<file path="config.mk">
export PLATFORM = sky130hd
export DESIGN_NAME = pc_alu_exec_unit_flat
export DESIGN_NICKNAME = d
export VERILOG_FILES = /design/src/rtl/pc_alu_exec_unit_if.sv /design/src/rtl/pc_alu_exec_unit.sv /design/src/flat_wrapper.sv
export SDC_FILE = /design/constraint.sdc
export NUM_CORES = 1
export LEC_CHECK = 0
export ABC_AREA = 1
export BUFFER_PORTS_ARGS = -buffer_cell sky130_fd_sc_hd__buf_2
export CORE_MARGIN = 10
export CORE_UTILIZATION = 45
export CTS_CLUSTER_SIZE = 8
export DETAILED_ROUTE_END_ITERATION = 8
export PLACE_DENSITY = 0.65
export SYNTH_ARGS = -nofsm -noshare
export SYNTH_HDL_FRONTEND = slang
export SYNTH_SLANG_ARGS = --single-unit
</file>
<file path="constraint.sdc">
create_clock -name clk -period 6.25 [get_ports clk]
set_input_delay 0.3125 -clock clk [delete_from_list [all_inputs] [get_ports clk]]
set_output_delay 0.3125 -clock clk [all_outputs]
set_load 0.02 [all_outputs]
</file>
<file path="src/rtl/pc_alu_exec_unit_if.sv">
// Operand, control and result bundle for pc_alu_exec_unit.
// The master drives instruction fields and operands; the slave (the unit) returns PC and ALU outputs.
interface pc_alu_exec_unit_if;
  logic        pc_en;
  logic        branch;
  logic [31:0] imm_ext;
  logic [3:0]  alu_op;
  logic [5:0]  funct;
  logic [4:0]  shamt;
  logic [31:0] oper1;
  logic [31:0] oper2;
  logic [31:0] pc_out;
  logic [3:0]  alu_cmd;
  logic [31:0] result;
  logic        overflow;
  logic        zero;

  modport master (
    output pc_en, branch, imm_ext, alu_op, funct, shamt, oper1, oper2,
    input  pc_out, alu_cmd, result, overflow, zero
  );

  modport slave (
    input  pc_en, branch, imm_ext, alu_op, funct, shamt, oper1, oper2,
    output pc_out, alu_cmd, result, overflow, zero
  );
endinterface

</file>
<file path="src/rtl/pc_alu_exec_unit.sv">
// Execute-stage core: program counter, ALU-control decoder and 32-bit ALU.
// Define PC_ALU_SHIFT_EN to build the SLL/SRL/SRA shifter; without it shift functs decode to ADD.
module pc_alu_exec_unit #(
  parameter logic [31:0] RESET_ADDR = 32'h0000_0000,
  parameter int unsigned PC_STEP    = 4
) (
  input logic              clk,
  input logic              clr,
  pc_alu_exec_unit_if.slave bus
);

  typedef enum logic [3:0] {
    CMD_AND  = 4'b0000,
    CMD_OR   = 4'b0001,
    CMD_ADD  = 4'b0010,
    CMD_XOR  = 4'b0011,
    CMD_SLL  = 4'b0100,
    CMD_SRL  = 4'b0101,
    CMD_SUB  = 4'b0110,
    CMD_SLT  = 4'b0111,
    CMD_SRA  = 4'b1000,
    CMD_SLTU = 4'b1001,
    CMD_LUI  = 4'b1010,
    CMD_ADDU = 4'b1011,
    CMD_NOR  = 4'b1100,
    CMD_SUBU = 4'b1101
  } alu_cmd_e;

  alu_cmd_e    cmd;
  logic [31:0] pc_q, pc_d;
  logic [31:0] sum, diff, res;
  logic        ovf;
  logic        is_zero;

  always_comb begin
    cmd = CMD_ADD;
    case (bus.alu_op)
      4'b0000: cmd = CMD_ADD;
      4'b0001: cmd = CMD_SUB;
      4'b0010: begin
        case (bus.funct)
          6'h20:   cmd = CMD_ADD;
          6'h21:   cmd = CMD_ADDU;
          6'h22:   cmd = CMD_SUB;
          6'h23:   cmd = CMD_SUBU;
          6'h24:   cmd = CMD_AND;
          6'h25:   cmd = CMD_OR;
          6'h26:   cmd = CMD_XOR;
          6'h27:   cmd = CMD_NOR;
          6'h2A:   cmd = CMD_SLT;
          6'h2B:   cmd = CMD_SLTU;
`ifdef PC_ALU_SHIFT_EN
          6'h00:   cmd = CMD_SLL;
          6'h02:   cmd = CMD_SRL;
          6'h03:   cmd = CMD_SRA;
`endif
          default: cmd = CMD_ADD;
        endcase
      end
      4'b0011: cmd = CMD_AND;
      4'b0100: cmd = CMD_OR;
      4'b0101: cmd = CMD_SLT;
      4'b0110: cmd = CMD_LUI;
      4'b0111: cmd = CMD_XOR;
      4'b1000: cmd = CMD_SLTU;
      default: cmd = CMD_ADD;
    endcase
  end

  // Only the signed ADD/SUB commands flag overflow; the unsigned forms and unused codes do not.
  always_comb begin
    sum  = bus.oper1 + bus.oper2;
    diff = bus.oper1 - bus.oper2;
    res  = 32'h0;
    ovf  = 1'b0;
    case (cmd)
      CMD_ADD: begin
        res = sum;
        ovf = (bus.oper1[31] == bus.oper2[31]) && (sum[31] != bus.oper1[31]);
      end
      CMD_SUB: begin
        res = diff;
        ovf = (bus.oper1[31] != bus.oper2[31]) && (diff[31] != bus.oper1[31]);
      end
      CMD_ADDU: res = sum;
      CMD_SUBU: res = diff;
      CMD_AND:  res = bus.oper1 & bus.oper2;
      CMD_OR:   res = bus.oper1 | bus.oper2;
      CMD_XOR:  res = bus.oper1 ^ bus.oper2;
      CMD_NOR:  res = ~(bus.oper1 | bus.oper2);
      CMD_SLT:  res = {31'h0, $signed(bus.oper1) < $signed(bus.oper2)};
      CMD_SLTU: res = {31'h0, bus.oper1 < bus.oper2};
      CMD_LUI:  res = {bus.oper2[15:0], 16'h0};
`ifdef PC_ALU_SHIFT_EN
      CMD_SLL:  res = bus.oper2 << bus.shamt;
      CMD_SRL:  res = bus.oper2 >> bus.shamt;
      CMD_SRA:  res = $unsigned($signed(bus.oper2) >>> bus.shamt);
`endif
      default:  res = 32'h0;
    endcase
  end

`ifndef PC_ALU_SHIFT_EN
  logic unused_shamt;
  assign unused_shamt = ^bus.shamt;
`endif

  assign is_zero = (res == 32'h0);

  // Branch target is relative to the sequential PC; all arithmetic wraps modulo 2^32.
  always_comb begin
    pc_d = pc_q;
    if (bus.pc_en) begin
      if (bus.branch && is_zero) begin
        pc_d = pc_q + 32'(PC_STEP) + (bus.imm_ext << 2);
      end else begin
        pc_d = pc_q + 32'(PC_STEP);
      end
    end
  end

  always_ff @(posedge clk or posedge clr) begin
    if (clr) begin
      pc_q <= RESET_ADDR;
    end else begin
      pc_q <= pc_d;
    end
  end

  assign bus.pc_out   = pc_q;
  assign bus.alu_cmd  = cmd;
  assign bus.result   = res;
  assign bus.overflow = ovf;
  assign bus.zero     = is_zero;

endmodule

</file>
<file path="src/flat_wrapper.sv">
// flat-port wrapper written by rule: the top's interface ports become plain ports
module pc_alu_exec_unit_flat 
#(
  parameter logic [31:0] RESET_ADDR = 32'h0000_0000,
  parameter int unsigned PC_STEP    = 4
)
  (clk, clr, bus_pc_en, bus_branch, bus_imm_ext, bus_alu_op, bus_funct, bus_shamt, bus_oper1, bus_oper2, bus_pc_out, bus_alu_cmd, bus_result, bus_overflow, bus_zero);
  pc_alu_exec_unit_if bus_i ();
  input logic clk;
  input logic clr;
  input wire logic [$bits(bus_i.pc_en)-1:0] bus_pc_en;
  input wire logic [$bits(bus_i.branch)-1:0] bus_branch;
  input wire logic [$bits(bus_i.imm_ext)-1:0] bus_imm_ext;
  input wire logic [$bits(bus_i.alu_op)-1:0] bus_alu_op;
  input wire logic [$bits(bus_i.funct)-1:0] bus_funct;
  input wire logic [$bits(bus_i.shamt)-1:0] bus_shamt;
  input wire logic [$bits(bus_i.oper1)-1:0] bus_oper1;
  input wire logic [$bits(bus_i.oper2)-1:0] bus_oper2;
  output wire logic [$bits(bus_i.pc_out)-1:0] bus_pc_out;
  output wire logic [$bits(bus_i.alu_cmd)-1:0] bus_alu_cmd;
  output wire logic [$bits(bus_i.result)-1:0] bus_result;
  output wire logic [$bits(bus_i.overflow)-1:0] bus_overflow;
  output wire logic [$bits(bus_i.zero)-1:0] bus_zero;
  assign bus_i.pc_en = bus_pc_en;
  assign bus_i.branch = bus_branch;
  assign bus_i.imm_ext = bus_imm_ext;
  assign bus_i.alu_op = bus_alu_op;
  assign bus_i.funct = bus_funct;
  assign bus_i.shamt = bus_shamt;
  assign bus_i.oper1 = bus_oper1;
  assign bus_i.oper2 = bus_oper2;
  assign bus_pc_out = bus_i.pc_out;
  assign bus_alu_cmd = bus_i.alu_cmd;
  assign bus_result = bus_i.result;
  assign bus_overflow = bus_i.overflow;
  assign bus_zero = bus_i.zero;
  pc_alu_exec_unit #(.RESET_ADDR(RESET_ADDR), .PC_STEP(PC_STEP)) u_core (.clk(clk), .clr(clr), .bus(bus_i));
endmodule
</file>
==> metrics <==
Die ar. approximately 32000 um^2; Layout area overhead 11.36%; fraction of layout cells with a size suffix above 1 10.89%; drt drc 0; post-route ant nets 0; PortBufs 175; total core area 24390 um^2; number of global-route vias before repair 13370; commonest non-fill, non-tap cell in the layout nand2_1; DIE HEIGHT 177.8 um; max-cap check violation count 0; CP most frequent cell nand3_1; largest net degree at the start of global routing 40; hold_buf cts 0; share of the yosys chip area belonging to registers 6.701%; WL/cell 18.61 um; clk buf depth 2; relative slew slack 32.48%; Post-synth top flop dfrtp_1; Min Clock Period, post-route 4.893 ns; clock root cell clkbuf_16; Clock Latency Late Sink between 0.2 and 0.3 ns; Largest register FFs 30; Hold WS 0.1045 ns; # clock sinks 30; post-DP HPWL 40330 um; HP Class input pin to asynchronous set/reset pin; TritonCTS buffer count 5; routed vias/inst 5.439; setup bufs post-CTS 0; Yosys Warn Count 0; RSZ-0062 raised after global routing no; CP max stage cell dfrtp_1; outcome finished, final reports clean; Pleak 7.313 nW; IO Count 185; GRT Util Overall 29.09%; CP peak stage delay 0.46 ns; via count 13910; synthesized flop and latch total 30; syn_area_per_cell 5.355 um^2; antenna violations before repair 2; H-tree depth 2; Setup TNS 0 ns; cts repair resizes 0; Final Max Slew Viols 0; CP Launch Type flip-flop; first-pass iteration count of the detailed router 8; clock skew 0.005895 ns; Post-Synthesis Cells 2092; WL final 47610 um; VDD IR-drop max about 0.00017 V; Die Span X between 150 and 200 um; Fill cells 2810; setup violators final 0; CP Capture Type flip-flop; clock tree from TritonCTS done; Cell Rows 57; global route total overflow 0; initial DRC count 1211; # nets final 2475; GP Congestion 1.005; starting density of the core 45.93%; Arrival @ worst endpoint 5.07 ns; Crit Path Class flip-flop to flip-flop; Netlist cell types 48; Crit path required time 6.43 ns; most frequent cells in the layout 591 x nand2_1, 346 x inv_1, 247 x nand3_1; Crit Path Max Fanout 7; Final Hold Vio Count 0; period utilisation layout 78.29%; number of synthesized flops with an enable pin 0; fmax 204.4 MHz; first-pass GRT wire length 73070 um; Worst-Margin Slew 1.012 ns; Syn Std Cell Area 11200 um^2; clock slew at reported path FFs 0.06 ns; FFs w/ async S/R, synth 100.0%; pwr dens 174.3 nW/um^2
==> cell type report <==
| cell class | count | area (um^2) | share of cell area, % |
|---|---|---|---|
| inverters | 359 | 1350 | 10.82 |
| flip-flops and latches | 30 | 750.7 | 6.017 |
| clock buffers | 5 | 125.1 | 1.003 |
| multi-input cells | 1643 | 8783 | 70.40 |
| clock inverters | 3 | 40.04 | 0.3209 |
| well taps | 324 | 405.4 | 3.249 |
| diodes | 2 | 5.005 | 0.04012 |
| repair buffers | 192 | 1016 | 8.144 |
==> where the power goes <==
group	switching, mW	internal, mW
combinational	1.09	0.515
sequential	0.0518	0.231
clock	0.104	0.187
total	1.24	0.933
==> per-stage QoR <==
step                      std cells  power [mW]  util, %  setup WS [ns]  area, um^2
after floorplan                2093       1.382        -          2.180       11210
after global placement         2548       1.855    50.45          1.518       12310
after detailed placement       2548       1.867    50.45          1.443       12310
after CTS                      2556       2.163    51.13          1.421       12470
after global routing           2557       2.366    51.14         0.9011       12470
final                          2558       2.174    51.15          1.357       12480
==> final timing paths <==
check / start / endpoint / slack [ns] / cells after the start
max reg2reg: u_core.bus.pc_out[2]$_DFFE_PP0P_ / u_core.bus.pc_out[29]$_DFFE_PP0P_ / 1.36 / 25
max: u_core.bus.pc_out[2]$_DFFE_PP0P_ / u_core.bus.pc_out[29]$_DFFE_PP0P_ / 1.36 / 25
min in group clk: bus_imm_ext[0] / u_core.bus.pc_out[2]$_DFFE_PP0P_ / 0.50 / 6
max in group asynchronous: clr / u_core.bus.pc_out[2]$_DFFE_PP0P_ / 5.83 / 3
min reg2reg: u_core.bus.pc_out[5]$_DFFE_PP0P_ / u_core.bus.pc_out[5]$_DFFE_PP0P_ / 0.51 / 2
min: clr / u_core.bus.pc_out[20]$_DFFE_PP0P_ / 0.10 / 3
==> metal layers <==
metal	GRT usage, %	up-vias	wire [um]
li1	-	6939	-
met1	35.05	6325	19740
met2	51.71	548	22760
met3	2.996	101	3144
met4	11.60	0	1964
met5	0	-	0
==> cells by family after synthesis <==
family                   Yosys count  synth area share [%]
buffers and inverters            420                 15.00
XOR/XNOR                          73                 5.707
AND/OR/NAND/NOR                 1190                 45.98
other                              1               0.03347
AO/OA/AOI/OAI                    249                 11.97
adder cells (fa/ha/maj)          129                 14.61
flip-flops                        30                 6.701
==> worst max-delay path, delay by kind of cell, from the launching register on <==
family          cells  cell delay (ns)
flops               1             0.46
compound gates      1             0.09
fa+ha+maj           2             0.56
simple gates       18             3.16
xor+xnor            2             0.35
buf+inv             2             0.12
==> cells in the mapped netlist (4+ instances only) <==
cell,count,area (um^2)
buf_6,7,78.83
nand2_1,591,2218
a21o_1,5,37.54
or2_2,5,31.28
buf_2,27,135.1
clkbuf_1,20,75.07
nand3b_1,9,67.56
nand4_1,50,312.8
dfrtp_1,30,750.7
xor2_1,63,551.8
o21ai_1,6,30.03
xnor2_1,10,87.58
nor2_1,217,814.5
nand2_2,5,31.28
nand3_2,8,80.08
buf_4,4,30.03
inv_1,346,1299
nand3_1,247,1236
ha_1,126,1577
o21ai_0,89,445.4
a31oi_1,5,31.28
nor3_1,39,195.2
o21bai_1,6,45.04
o211ai_1,5,37.54
nor4_1,7,43.79
o21a_1,6,45.04
a21oi_1,117,585.6
inv_2,11,41.29
Note: power is estimated with default switching activity, not from simulation.
